$ cat config.mk
export PLATFORM = sky130hd
export DESIGN_NAME = mips_debug_loader
export DESIGN_NICKNAME = d
export VERILOG_FILES = /design/src/rtl/mips_dbg_pkg.sv /design/src/rtl/mips_sat_counter.sv /design/src/rtl/mips_debug_loader.sv
export SDC_FILE = /design/constraint.sdc
export NUM_CORES = 1
export LEC_CHECK = 0
export BUFFER_PORTS_ARGS = -buffer_cell sky130_fd_sc_hd__clkbuf_2
export CORE_UTILIZATION = 49
export CTS_BUF_LIST = sky130_fd_sc_hd__clkbuf_8
export DETAILED_ROUTE_END_ITERATION = 8
export GPL_TIMING_DRIVEN = 0
export PLACE_DENSITY = 0.82
export SLEW_MARGIN = 20
export SYNTH_ARGS = -nofsm -noshare
export SYNTH_HDL_FRONTEND = slang
export SYNTH_SLANG_ARGS = --single-unit
$ cat constraint.sdc
create_clock -name i_clk -period 17.3 [get_ports i_clk]
set_input_delay 3.46 -clock i_clk [delete_from_list [all_inputs] [get_ports i_clk]]
set_output_delay 3.46 -clock i_clk [all_outputs]
set_load 0.02 [all_outputs]
$ cat src/rtl/mips_dbg_pkg.sv
// mips_dbg_pkg: opcodes, FSM state encodings and field widths shared by the debug loader.
package mips_dbg_pkg;
  localparam int NB_OP = 3;
  localparam int NB_ST = 3;
  localparam logic [NB_OP-1:0] OP_NOP      = 3'd0;
  localparam logic [NB_OP-1:0] OP_WR_INST  = 3'd1;
  localparam logic [NB_OP-1:0] OP_WR_REG   = 3'd2;
  localparam logic [NB_OP-1:0] OP_RUN      = 3'd3;
  localparam logic [NB_OP-1:0] OP_STEP     = 3'd4;
  localparam logic [NB_OP-1:0] OP_STOP     = 3'd5;
  localparam logic [NB_OP-1:0] OP_SET_PC   = 3'd6;
  localparam logic [NB_OP-1:0] OP_SET_BKPT = 3'd7;
  typedef enum logic [NB_ST-1:0] {
    ST_IDLE   = 3'd0,
    ST_RUN    = 3'd1,
    ST_STEP   = 3'd2,
    ST_HALTED = 3'd3
  } state_t;
endpackage

$ cat src/rtl/mips_sat_counter.sv
// mips_sat_counter: up-counter that sticks at all-ones, with synchronous clear and async reset.
module mips_sat_counter #(
  parameter int NB_CNT = 32
) (
  input  logic              clk,
  input  logic              rst,
  input  logic              clear,
  input  logic              increment,
  output logic [NB_CNT-1:0] count
);
  always_ff @(posedge clk or posedge rst)
    if (rst) count <= '0;
    else if (clear) count <= '0;
    else if (increment && !(&count)) count <= count + 1'b1;
endmodule

$ cat src/rtl/mips_debug_loader.sv
// mips_debug_loader: command-stream debug/load controller in front of the MIPS core.
// Optional breakpoint support is built when MIPS_DBG_BREAKPOINT_EN is defined.
module mips_debug_loader
  import mips_dbg_pkg::*;
#(
  parameter int                 NB_INST    = 32,
  parameter int                 NB_ADDR    = 32,
  parameter int                 NB_DATA    = 32,
  parameter int                 NB_REG     = 5,
  parameter int                 IMEM_DEPTH = 256,
  parameter int                 NB_CNT     = 32,
  parameter logic [NB_INST-1:0] HALT_WORD  = 32'h0
) (
  input  logic               i_clk,
  input  logic               i_reset,
  input  logic               i_cmd_valid,
  output logic               o_cmd_ready,
  input  logic [NB_OP-1:0]   i_cmd_op,
  input  logic [NB_ADDR-1:0] i_cmd_addr,
  input  logic [NB_DATA-1:0] i_cmd_data,
  input  logic [NB_INST-1:0] i_core_instruction,
  input  logic [NB_ADDR-1:0] i_core_pc,
  output logic               o_enable,
  output logic               o_imem_write,
  output logic [NB_ADDR-1:0] o_imem_addr,
  output logic [NB_INST-1:0] o_imem_data,
  output logic               o_rf_write,
  output logic [NB_REG-1:0]  o_rf_addr,
  output logic [NB_DATA-1:0] o_rf_data,
  output logic               o_pc_load,
  output logic [NB_ADDR-1:0] o_pc_value,
  output logic [NB_ST-1:0]   o_state,
  output logic               o_halted,
  output logic               o_error,
  output logic               o_break,
  output logic [NB_CNT-1:0]  o_cycle_count
);
  state_t state;
  logic accept, idle_like, svc, in_range, halt_seen, bkpt_hit, err_set, set_pc;
  assign o_state     = state;
  assign o_cmd_ready = state != ST_STEP;
  assign o_enable    = state == ST_RUN || state == ST_STEP;
  assign o_halted    = state == ST_HALTED;
  assign accept      = i_cmd_valid && o_cmd_ready;
  assign idle_like   = state == ST_IDLE || state == ST_HALTED;
  assign svc         = accept && idle_like;
  assign in_range    = i_cmd_addr < NB_ADDR'(IMEM_DEPTH);
  assign halt_seen   = o_enable && i_core_instruction == HALT_WORD;
  assign set_pc      = svc && i_cmd_op == OP_SET_PC;
`ifdef MIPS_DBG_BREAKPOINT_EN
  localparam bit BKPT_EN = 1'b1;
  logic [NB_ADDR-1:0] bkpt_addr;
  logic               bkpt_valid;
  assign bkpt_hit = state == ST_RUN && bkpt_valid && i_core_pc == bkpt_addr && !halt_seen;
  always_ff @(posedge i_clk or posedge i_reset)
    if (i_reset) begin
      bkpt_addr  <= '0;
      bkpt_valid <= 1'b0;
      o_break    <= 1'b0;
    end else begin
      o_break <= bkpt_hit;
      if (svc && i_cmd_op == OP_SET_BKPT) begin
        bkpt_addr  <= i_cmd_addr;
        bkpt_valid <= i_cmd_data[0];
      end
    end
`else
  localparam bit BKPT_EN = 1'b0;
  logic unused_ok;
  assign unused_ok = ^i_core_pc;
  assign bkpt_hit  = 1'b0;
  assign o_break   = 1'b0;
`endif
  // In RUN only STOP/NOP are legal; elsewhere legality depends on range, state and build.
  assign err_set = accept && (state == ST_RUN ? i_cmd_op != OP_STOP && i_cmd_op != OP_NOP
    : (i_cmd_op == OP_WR_INST && !in_range)
      || (state == ST_HALTED && (i_cmd_op == OP_RUN || i_cmd_op == OP_STEP))
      || (i_cmd_op == OP_SET_BKPT && !BKPT_EN));
  always_ff @(posedge i_clk or posedge i_reset)
    if (i_reset) begin
      state        <= ST_IDLE;
      o_imem_write <= 1'b0;
      o_imem_addr  <= '0;
      o_imem_data  <= '0;
      o_rf_write   <= 1'b0;
      o_rf_addr    <= '0;
      o_rf_data    <= '0;
      o_pc_load    <= 1'b0;
      o_pc_value   <= '0;
      o_error      <= 1'b0;
    end else begin
      o_imem_write <= svc && i_cmd_op == OP_WR_INST && in_range;
      o_rf_write   <= svc && i_cmd_op == OP_WR_REG;
      o_pc_load    <= set_pc;
      if (svc && i_cmd_op == OP_WR_INST) begin
        o_imem_addr <= i_cmd_addr;
        o_imem_data <= NB_INST'(i_cmd_data);
      end
      if (svc && i_cmd_op == OP_WR_REG) begin
        o_rf_addr <= i_cmd_addr[NB_REG-1:0];
        o_rf_data <= i_cmd_data;
      end
      if (set_pc) o_pc_value <= NB_ADDR'(i_cmd_data);
      o_error <= set_pc ? 1'b0 : o_error | err_set;
      if (halt_seen) state <= ST_HALTED;
      else if (bkpt_hit || state == ST_STEP) state <= ST_IDLE;
      else if (state == ST_RUN) state <= accept && i_cmd_op == OP_STOP ? ST_IDLE : ST_RUN;
      else if (accept && state == ST_IDLE && i_cmd_op == OP_RUN) state <= ST_RUN;
      else if (accept && state == ST_IDLE && i_cmd_op == OP_STEP) state <= ST_STEP;
      else if (set_pc) state <= ST_IDLE;
    end
  mips_sat_counter #(.NB_CNT(NB_CNT)) u_cnt (
    .clk(i_clk),
    .rst(i_reset),
    .clear(set_pc),
    .increment(o_enable),
    .count(o_cycle_count)
  );
endmodule

# After elaboration in Yosys (flattened, before gate mapping)
# Cells that the tools add are included.
totals:
  memories: 0
  ram_bits: 0
  latch_bits: 0
  romBits: 0
  register_bits: 172
op_classes:
  multipliers: 0
  eq_ne: 12
  n_bitwise: 1
  div: 0
  addsub: 1
  n_lt_le_gt_ge: 1
  muxes: 11
  shifts: 0
  n_reduce_logical: 29
ops:
  columns: ["op", "n"]
  rows:
  - ["32-bit 2-to-1 mux", 2]
  - ["32-bit by 1-bit adder with 32-bit output, second input constant", 1]
  - ["32-bit logical NOT", 1]
  - ["32-bit by 9-bit < comparator with 1-bit output, second input constant", 1]
  - ["32-bit AND reduction", 1]
  - ["3-bit 2-to-1 mux", 6]
  - ["1-bit logical AND", 16]
  - ["3-bit by 2-bit equality test with 1-bit output, second input constant", 4]
  - ["3-bit equality test, second input constant", 4]
  - ["3-bit by 1-bit equality test with 1-bit output, second input constant", 2]
  - ["6-bit nonzero test", 1]
  - ["1-bit logical OR", 5]
  - ["3-bit logical NOT", 1]
  - ["1-bit 2-to-1 mux", 3]
  - ["3-bit by 2-bit != test with 1-bit output, second input constant", 1]
  - ["3-bit != test, second input constant", 1]
  - ["3-bit nonzero test", 1]
  - ["1-bit logical NOT", 2]
  - ["2-bit nonzero test", 1]
  - ["1-bit bitwise OR", 1]

# Logic depth before layout (Yosys ltp)
depth:
  word_depth: 10
  mapped_depth: 11
  ltp_nobuf: 8

# Cells and area by module
# Synthesis repeated with hierarchy kept, for this count alone.
hier_totals:
  hier_cells: 557
  hier_area_um2: 7613.6
modules_own_cells:
  columns: ["module", "area_each_um2", "n_inst", "cells_per_inst", "seq_area_each_um2"]
  rows:
  - ["mips_debug_loader", 5773.0, 1, 354, 3478.3]
  - ["mips_sat_counter", 1840.5, 1, 203, 800.8]

# Worst setup path before layout
# No wires, ideal clock.
synth_timing:
  kind: "input -> register"
  startpoint: "input port i_cmd_op[1]"
  endpoint: "register o_imem_addr[10]"
  slack_ns: 12.281
  t_arrival_ns: 4.894
  setup_ns: 0.125
  path_buffers: 3
  stages: 6
  path_cell_list: "clkbuf_1 nor2_1 nand3_1 clkbuf_1 clkbuf_1 mux2_2"
synth_via:
  elab_chain_len: 2
synth_rtl:
  columns: ["element", "line", "source"]
  rows:
  - ["start: declaration", "mips_debug_loader.sv:18", "input logic [NB_OP-1:0] i_cmd_op,"]
  - ["3-bit by 1-bit equality test with 1-bit output", "mips_debug_loader.sv:95", "if (svc && i_cmd_op == OP_WR_INST) begin"]
  - ["1-bit logical AND", "mips_debug_loader.sv:95", null]
  - ["end signal: assignment", "mips_debug_loader.sv:96", "o_imem_addr <= i_cmd_addr;"]
  - ["end: declaration", "mips_debug_loader.sv:25", "output logic [NB_ADDR-1:0] o_imem_addr,"]
# No other way between the ends.
# A chain may end at the register's enable or synchronous reset.

# Final worst setup path
layout_timing:
  startpoint: "input port i_cmd_valid"
  endpoint: "register o_imem_data[3]"
layout_via:
  elab_chain_len: 3
layout_rtl:
  columns: ["element", "line", "source"]
  rows:
  - ["start: declaration", "mips_debug_loader.sv:16", "input logic i_cmd_valid,"]
  - ["1-bit logical AND", "mips_debug_loader.sv:44", "assign accept = i_cmd_valid && o_cmd_ready;"]
  - ["1-bit logical AND", "mips_debug_loader.sv:46", "assign svc = accept && idle_like;"]
  - ["1-bit logical AND", "mips_debug_loader.sv:95", null]
  - ["end signal: assignment", "mips_debug_loader.sv:97", "o_imem_data <= NB_INST'(i_cmd_data);"]
  - ["end: declaration", "mips_debug_loader.sv:26", "output logic [NB_INST-1:0] o_imem_data,"]
# No other way between the ends.

==> impl_metrics.py <==
metrics = {
    "logic_synthesis": {
        "synthTopCellsByArea": "sky130_fd_sc_hd__dfrtp_1 59%, sky130_fd_sc_hd__mux2_2 16%, sky130_fd_sc_hd__nand2_1 6.0%, sky130_fd_sc_hd__or3_1 1.5%, sky130_fd_sc_hd__a21oi_1 1.5%",
        "yosys_warnings": 0,
        "synth-seq-cells": 171,
        "synthCells": 616,
        "synth_largest_area_cell": "sky130_fd_sc_hd__dfrtp_1",
        "synth_ff_type": "sky130_fd_sc_hd__dfrtp_1",
        "asyncSetResetFlopFracSynth_pct": 100,
        "ys_seq_area_share_pct": 58.6,
        "syn_area_per_cell_sq_um": 11.8,
        "post_synth_edffs": 0,
        "syn_area_sq_mm": 0.00730,
        "synth_cell_types": 49,
        "synthDominantCellAreaShare_pct": 58.6,
    },
    "worst_setup_path": {
        "crit_path_cell_trace": "clkbuf_2 > nor2b_1 > clkbuf_1 > nand3_1 > clkbuf_1 > clkbuf_1 > mux2_2",
        "worst_path_max_delay_cell": "sky130_fd_sc_hd__clkbuf_1",
        "cpMostUsedCell": "sky130_fd_sc_hd__clkbuf_1",
        "criticalPathCategory": "in2reg",
        "worst_setup_path_startpoint": "i_cmd_valid",
        "timing.critical_path.arrival_ps": 5490,
        "critical_path_buf_inv_count": 4,
        "critical_path_required_ps": 17620,
        "critical_path.startpoint_type": "input port",
        "endpoint_kind": "flop",
        "crit_fanout": 10,
        "worst_r2r_startpoint": "o_state[1]",
        "critical-path-max-stage-delay_ps": 580,
        "cpLargestDelayFamily": "buffers and inverters",
    },
    "routing": {
        "initialDrtViolationCount": 332,
        "detail_route.vias_per_cell": 5.41,
        "wire_per_inst_microns": 16.9,
        "wl_microns": 18700,
        "first_pass_iters": 5,
        "detail-route-antenna-nets": 0,
        "via_count": 5997,
        "remaining_drc_errors": 0,
    },
    "sta": {
        "final-setup-viol-count": 0,
        "count_of_final_max_slew_check_failures": 0,
        "post-route-period-util_pct": 29.9,
        "relSlewSlack_pct": 32.1,
        "min_period_ps": 5170,
        "finClkSkew_ps": 13.0,
        "grt_setup_unrepaired": "no",
        "max_clock_freq_mhz": 193,
        "hold_viol": 0,
        "tightestPinTransition_ps": 1010,
        "finalSetupTns_ps": 0,
    },
    "cts": {
        "cts_tree": "built",
        "post-cts-setup-buffer-count": 0,
        "insertion_delay_ps": 440,
        "cts_hold_buffers": 0,
        "numCtsBuffers": 17,
        "path_clk_slew_ps": 90,
        "cts_htree_levels": 4,
        "cts-resized-gates": 0,
        "tritoncts_num_sinks": 171,
        "cts-root-buf": "sky130_fd_sc_hd__clkbuf_8",
        "max-clock-path-buffers": 2,
    },
    "grt": {
        "wire_length_of_the_first_global_routing_pass_microns": 29000,
        "gr-usage-all-layers_pct": 24.7,
        "number_of_global_route_vias_before_repair": 5785,
        "grt.overflow.total": 0,
        "grt_antenna_before_repair": 0,
        "grt_start_max_net_pins": 89,
    },
    "layout": {
        "post_route_cell_area_sq_mm": 0.00935,
        "insertedDiodeCount": 0,
        "layout.cells.most_common_list": "274 x sky130_fd_sc_hd__clkbuf_2, 171 x sky130_fd_sc_hd__dfrtp_1, 117 x sky130_fd_sc_hd__nand2_1, 101 x sky130_fd_sc_hd__mux2_2, 22 x sky130_fd_sc_hd__a21oi_1",
        "layout.core_utilization_pct": 64.3,
        "fin_nets": 1050,
        "drive_above_1_share_pct": 47.0,
        "area_added_between_synthesis_and_finish_pct": 28.1,
        "nFillCells": 1189,
        "layout.cells.most_common": "sky130_fd_sc_hd__clkbuf_2",
    },
    "placement": {
        "dpl-instance-area_sq_mm": 0.00894,
        "placement.io_buffers": 274,
        "hpwlAfterDp_microns": 13900,
        "gp_routability_congestion": 0.862,
    },
    "power": {
        "report.power.total_mw": 1.66,
        "worst_ir_drop_on_vdd_mv": 0.111,
        "p_leak_nw": 4.77,
        "power_density_mw_per_mm2": 178,
    },
    "status": {
        "status": "finished clean",
    },
    "min_path": {
        "min_delay_path_class": "reg2reg",
        "timing.hold.worst.start": "o_pc_value[15]",
    },
    "die": {
        "die-height_microns": 124,
        "total_die_area_sq_mm": 0.0154,
        "placeableCoreArea_sq_mm": 0.0145,
        "starting_density_of_the_core_pct": 50.2,
        "placement_rows": 44,
        "num_io_pins": 310,
        "fp.dieW_microns": 124,
    },
    "flow_run": {
        "drv.max_cap_violation_count": 0,
    },
}
[synthesized netlist by cell type (3+ instances only)]
cell type	number
sky130_fd_sc_hd__or4_1	8
sky130_fd_sc_hd__o311ai_0	4
sky130_fd_sc_hd__buf_4	4
sky130_fd_sc_hd__a21oi_1	22
sky130_fd_sc_hd__clkbuf_1	18
sky130_fd_sc_hd__o41ai_1	3
sky130_fd_sc_hd__a31oi_1	3
sky130_fd_sc_hd__and3_2	4
sky130_fd_sc_hd__o21ai_0	18
sky130_fd_sc_hd__nand4_1	9
sky130_fd_sc_hd__nand2_1	117
sky130_fd_sc_hd__o31ai_1	7
sky130_fd_sc_hd__and3_1	6
sky130_fd_sc_hd__or3_1	18
sky130_fd_sc_hd__dfrtp_1	171
sky130_fd_sc_hd__ha_1	5
sky130_fd_sc_hd__nor2_1	8
sky130_fd_sc_hd__mux2_2	101
sky130_fd_sc_hd__nand3_1	19
sky130_fd_sc_hd__nor2b_1	4
sky130_fd_sc_hd__nor4_1	13
sky130_fd_sc_hd__and4_1	4
sky130_fd_sc_hd__inv_1	8
sky130_fd_sc_hd__buf_2	6
sky130_fd_sc_hd__buf_6	3
[stage by stage]
step / hold WS, ps / setup slack (ps) / std cells
after floorplan: 589 / 9210 / 617
after global placement: 459 / 7320 / 1075
after detailed placement: 461 / 11650 / 1076
after CTS: 484 / 12140 / 1108
after global routing: 502 / 11990 / 1108
final: 478 / 12130 / 1108
[tightest hold or removal path: stages (launching register included)]
cell and delay (ps):
sky130_fd_sc_hd__dfrtp_1 350, sky130_fd_sc_hd__nand2_1 50, sky130_fd_sc_hd__nand2_1 50
[layer usage]
layer / global-route usage, % / wire [microns]
met1: 31.3 / 7820
met2: 40.4 / 9020
met3: 7.10 / 1510
met4: 8.11 / 340
met5: 0 / 0
[kinds of logic (layout without fill, tap and decap cells)]
logic type	count (synthesis)	count (layout)	share of synthesized area (%)
AO/OA/AOI/OAI	71	71	6.21
multiplexers	102	102	15.7
adder cells (fa/ha/maj)	5	5	0.857
XOR/XNOR	2	2	0.240
other	1	2	0.0514
AND/OR/NAND/NOR	224	224	15.6
flip-flops	171	171	58.6
buffers and inverters	40	347	2.67
[report_power, final]
group	leakage, nW	internal, mW	switching (mW)	total (mW)
Sequential	2.16	0.565	0.0942	0.659
Combinational	2.40	0.262	0.454	0.716
Clock	0.205	0.141	0.148	0.290
Total	4.77	0.968	0.696	1.66
[registers in the layout, summed over array words and instances (netlist names)]
signal and cells:
o_rf_addr 5, o_pc_value 32, o_pc_load 1, o_rf_data 32, o_imem_write 1, o_state 2
o_error 1, o_rf_write 1, u_cnt.count 32, o_imem_addr 32, o_imem_data 32
[final timing paths]
kind                                       end  slack, ps  depth (start not counted)
worst max-delay path            o_imem_data[3]      12130                          7
worst min-delay path            o_pc_value[15]        480                          2
worst max register to register  o_imem_data[3]      14530                          8
worst min register to register  o_pc_value[15]        480                          2
max in group asynchronous              o_error      13390                          3
min in group asynchronous        o_rf_data[18]       3080                          2
[final cells by class]
| cell class | count | area (sq um) | share of cell area, % |
|---|---|---|---|
| buffer | 32 | 165 | 1.77 |
| clock buffer | 20 | 275 | 2.94 |
| clock inverter | 12 | 134 | 1.43 |
| inverter | 8 | 37.5 | 0.401 |
| multi-input combinational | 406 | 2830 | 30.3 |
| sequential | 171 | 4280 | 45.8 |
| tap | 184 | 230 | 2.46 |
| timing repair buffer | 275 | 1400 | 15.0 |
Note: power is estimated with default switching activity, not from simulation.
